<file path="config.mk">
export PLATFORM = sky130hd
export DESIGN_NAME = mult_seq_param
export DESIGN_NICKNAME = d
export VERILOG_FILES = /design/src/rtl/mult_seq_param.sv
export SDC_FILE = /design/constraint.sdc
export NUM_CORES = 1
export LEC_CHECK = 0
export BUFFER_PORTS_ARGS = -buffer_cell sky130_fd_sc_hd__buf_2
export CORE_MARGIN = 3
export CORE_UTILIZATION = 50
export CTS_CLUSTER_DIAMETER = 40
export DETAILED_ROUTE_END_ITERATION = 6
export PLACE_DENSITY = 0.72
export SLEW_MARGIN = 20
export SYNTH_ARGS = -nofsm -noshare
export SYNTH_HDL_FRONTEND = slang
export SYNTH_SLANG_ARGS = --single-unit
</file>
<file path="constraint.sdc">
create_clock -name clk -period 3.5 [get_ports clk]
set_input_delay 0.175 -clock clk [delete_from_list [all_inputs] [get_ports clk]]
set_output_delay 0.175 -clock clk [all_outputs]
set_load 0.01 [all_outputs]
</file>
<file path="src/rtl/mult_seq_param.sv">
// Sequential shift-add multiplier, one multiplier bit per clock, with a
// per-operation signed mode handled as sign-magnitude around an unsigned core.
module mult_seq_param #(
    parameter int WIDTH = 8
) (
    input  logic                 clk,
    input  logic                 reset,
    input  logic [WIDTH-1:0]     a_bi,
    input  logic [WIDTH-1:0]     b_bi,
    input  logic                 signed_i,
    input  logic                 start,
    output logic                 busy_o,
    output logic                 done_o,
    output logic [2*WIDTH-1:0]   y_bo
);
    localparam int PW = 2 * WIDTH;
    localparam int CW = $clog2(WIDTH);
    localparam logic [CW-1:0] LAST = CW'(WIDTH - 1);

    typedef enum logic {IDLE, WORK} state_t;

    state_t            state_q;
    logic [PW-1:0]     mcand_q;
    logic [PW-1:0]     acc_q;
    logic [PW-1:0]     y_q;
    logic [WIDTH-1:0]  mplier_q;
    logic [CW-1:0]     cnt_q;
    logic              neg_q;
    logic              busy_q;
    logic              done_q;

    logic [WIDTH-1:0]  a_mag;
    logic [WIDTH-1:0]  b_mag;
    logic [PW-1:0]     addend;
    logic [PW-1:0]     acc_d;

    // The most-negative operand negates to 2^(WIDTH-1), which still fits unsigned.
    always_comb begin
        a_mag = (signed_i && a_bi[WIDTH-1]) ? -a_bi : a_bi;
        b_mag = (signed_i && b_bi[WIDTH-1]) ? -b_bi : b_bi;
    end

    genvar gi;
    generate
        for (gi = 0; gi < PW; gi++) begin : g_addend
            assign addend[gi] = mcand_q[gi] & mplier_q[0];
        end
    endgenerate

    always_comb begin
        acc_d = acc_q + addend;
    end

    always_ff @(posedge clk) begin
        if (reset) begin
            state_q  <= IDLE;
            mcand_q  <= '0;
            acc_q    <= '0;
            y_q      <= '0;
            mplier_q <= '0;
            cnt_q    <= '0;
            neg_q    <= 1'b0;
            busy_q   <= 1'b0;
            done_q   <= 1'b0;
        end else begin
            done_q <= 1'b0;
            case (state_q)
                IDLE: begin
                    if (start) begin
                        mcand_q  <= {{WIDTH{1'b0}}, a_mag};
                        mplier_q <= b_mag;
                        neg_q    <= signed_i & (a_bi[WIDTH-1] ^ b_bi[WIDTH-1]);
                        acc_q    <= '0;
                        cnt_q    <= '0;
                        busy_q   <= 1'b1;
                        state_q  <= WORK;
                    end
                end
                WORK: begin
                    acc_q    <= acc_d;
                    mcand_q  <= mcand_q << 1;
                    mplier_q <= mplier_q >> 1;
                    cnt_q    <= cnt_q + 1'b1;
                    if (cnt_q == LAST) begin
                        y_q     <= neg_q ? -acc_d : acc_d;
                        busy_q  <= 1'b0;
                        done_q  <= 1'b1;
                        state_q <= IDLE;
                    end
                end
                default: state_q <= IDLE;
            endcase
        end
    end

    assign busy_o = busy_q;
    assign done_o = done_q;
    assign y_bo   = y_q;

endmodule

</file>
==> impl_metrics.tcl <==
set metrics [dict create \
    grt_pass1_vias 3156 \
    ff2ff_setup_slack_ns 0.09 \
    syn_nets 518 \
    critPathRequiredTime_ns 3.72 \
    layout_common_cells "63 x nor2_1, 61 x dfxtp_1, 55 x a21oi_1" \
    grt_pass1_wl_um 14100 \
    placementRows 31 \
    synthArstFlopShare_pct 0 \
    final_common_cell "nor2_1" \
    numCtsBuffers 9 \
    synth-seq-cells 63 \
    clk_latency_ns 0.35 \
    fp.coreArea_um2 7410 \
    worst_clock_skew_ns 0.0164 \
    area_delta_synth_final_pct 14.5 \
    max_cap_viol_count 0 \
    grt_start_max_net_pins 59 \
    vias 3426 \
    ys_types 57 \
    finalMaxSlewViolations 0 \
    grt_util_met1_pct 25.6 \
    final_layout_size_suffix_gt1_share_pct 17.6 \
    ir_drop_mv 0.171 \
    synth_edf_count 0 \
    clk_pin_slew_ns 0.07 \
    antenna_found_initial 0 \
    ff2ff_path_depth 12 \
    route.detailed.drc 0 \
    crit_path_end_kind "flop" \
    ctsHoldBuffers 0 \
    rsz0062_at_grt "yes" \
    hold_violations 0 \
    busiest_layer "met2" \
    reg2reg_to "y_bo[15]" \
    diodes 0 \
    crit_path_start_kind "flop" \
    holdWs_ns 0.154 \
    relSlewSlack_pct 32.6 \
    p_leak_nw 1.87 \
    ant_nets 0 \
    ff_latch_area_um2 1270 \
    grt_use_total_pct 19.9 \
    path_class "reg -> reg" \
    multi_input_area_um2 2510 \
    yosysSeqAreaShare_pct 32.3 \
    synth-main-ff-cell "dfxtp_1" \
    worstMarginPinSlew_ns 1.01 \
    numClockSinks 63 \
    routed_wl_um 8390 \
    cp_max_fo 6 \
    globalplace.congestion 0.841 \
    final_cell_area_um2 4460 \
    vias_per_cell 5.57 \
    avgSynthCellArea_um2 8.17 \
    finalCriticalPeriod_ns 3.41 \
    grt_overflow 0 \
    place_area_um2 4160 \
    synth_area_um2 3900 \
    hpwl_um 6030 \
    cp.arrival_ns 3.63 \
    rr_startpoint "mplier_q[0]" \
    die_w_um 94.3 \
    grt_use_met2_pct 31.9 \
    crit_start "mplier_q[0]" \
    finalSetupViolCount 0 \
    fmax_mhz 293 \
    clockBufferDepth 2 \
    netlist_instances 477 \
    cts_root_buffer "clkbuf_8" \
    ioPinCount 38 \
    routedWlPerCell_um 13.6 \
    grtUsageMet3_pct 4.17 \
    finalCritPeriodShare_pct 97.4 \
    dieArea_um2 8890 \
    yosys_warnings 0 \
    initial_core_util_pct 52.6 \
    status "finished, final reports clean" \
    hold_class "in -> reg" \
    drt_iter0_drc 120 \
    p_per_area_nw_per_um2 368 \
    fillers 672 \
    dr.pass1.iters 5 \
    die_height_um 94.3 \
    crit_path_end "y_bo[15]" \
    nets 552 \
    htreeDepth 3 \
    cts_tree "done" \
    io_buffers 37 \
]
[per-stage QoR]
stage | util (%) | setup TNS [ns] | power (mW) | worst slack [ns] | cells
6_report | 60.3 | 0 | 1.64 | 0.0908 | 615
5_1_grt | 60.3 | -0.0537 | 1.72 | -0.0437 | 615
4_1_cts | 59.1 | 0 | 1.66 | 0.00298 | 612
3_5_place_dp | 56.1 | -0.00192 | 0.936 | -0.00192 | 596
3_3_place_gp | 56.1 | 0 | 0.931 | 0.0917 | 596
2_1_floorplan | - | 0 | 0.888 | 0.00472 | 477
[cells by family after synthesis]
logic type | synth area share (%)
AO/OA/AOI/OAI | 21.4
XOR/XNOR | 8.09
adder cells (fa/ha/maj) | 6.93
buffers and inverters | 5.36
flip-flops | 32.3
multiplexers | 1.54
AND/OR/NAND/NOR | 24.3
[worst min path at each step]
stage	slack, ns	to	start	cells past startpoint
after detailed placement	0.44	y_bo[12]	y_bo[12]	2
after global routing	0.17	neg_q	signed_i	3
after floorplan	0.33	neg_q	signed_i	2
after CTS	0.14	neg_q	signed_i	3
final	0.15	neg_q	signed_i	3
after global placement	0.43	y_bo[4]	y_bo[4]	2
[synth_stat cells (3+ instances only)]
cell type	instances	area share, %
dfxtp_1	63	32
nor2_1	63	6.1
a21oi_1	55	7.1
nand2_1	31	3.0
nor3b_1	26	5.0
ha_1	20	6.4
o21ai_0	20	2.6
xnor2_1	19	4.3
clkbuf_1	18	1.7
xor2_1	17	3.8
and2_1	16	2.6
inv_1	10	0.96
nor3_1	9	1.2
a211oi_1	7	1.3
nor2b_1	7	1.1
a311oi_1	6	1.3
buf_1	6	0.58
mux2i_1	6	1.5
o21ai_1	6	0.77
a21o_1	5	0.96
a31oi_1	5	0.80
o31ai_1	5	0.96
or3_1	5	0.80
nand2b_1	4	0.64
nand3_1	4	0.51
o41ai_1	4	0.90
nand4_1	3	0.48
o21a_1	3	0.58
[state kept, by name, indices dropped and copies added, names as in the netlist]
name,count
mplier_q,8
acc_q,16
busy_o,1
done_o,1
mcand_q,16
state_q,1
cnt_q,3
y_bo,16
neg_q,1
[what timing repair did]
action / 4_1_cts / 5_1_grt
endpoints found under the setup margin: 2 / 4
buffers inserted: 0 / 3
resized for setup: 0 / 12
pin swaps: 1 / 6
[critical path, stage by stage (launching register included)]
cell and delay [ns]:
dfxtp_4 0.35, and2_4 0.16, ha_4 0.16, fa_2 0.37, a21o_4 0.22, a221oi_4 0.36, o21bai_1 0.14, xor2_1 0.16
or4b_4 0.50, or4_4 0.45, o31ai_4 0.19, xor2_1 0.16, o21ai_1 0.06
[area by class of cell]
cell class | instances | area share [%]
inverter | 10 | 0.841
sequential | 63 | 28.4
tap | 99 | 2.77
clock inverter | 3 | 1.46
multi-input combinational | 374 | 56.2
clock buffer | 13 | 3.56
timing repair buffer | 53 | 6.84
[report_power, final]
part | internal, mW | switching, mW
logic | 0.0717 | 0.0987
clock network | 0.440 | 0.277
registers | 0.734 | 0.0232
[layer usage]
metal,part of all wire [%],up-vias
met1,46,1557
met3,5.6,13
met4,1.6,0
met2,46,93
met5,0,-
li1,-,1763
No activity file was read; power rests on OpenSTA's default activity.
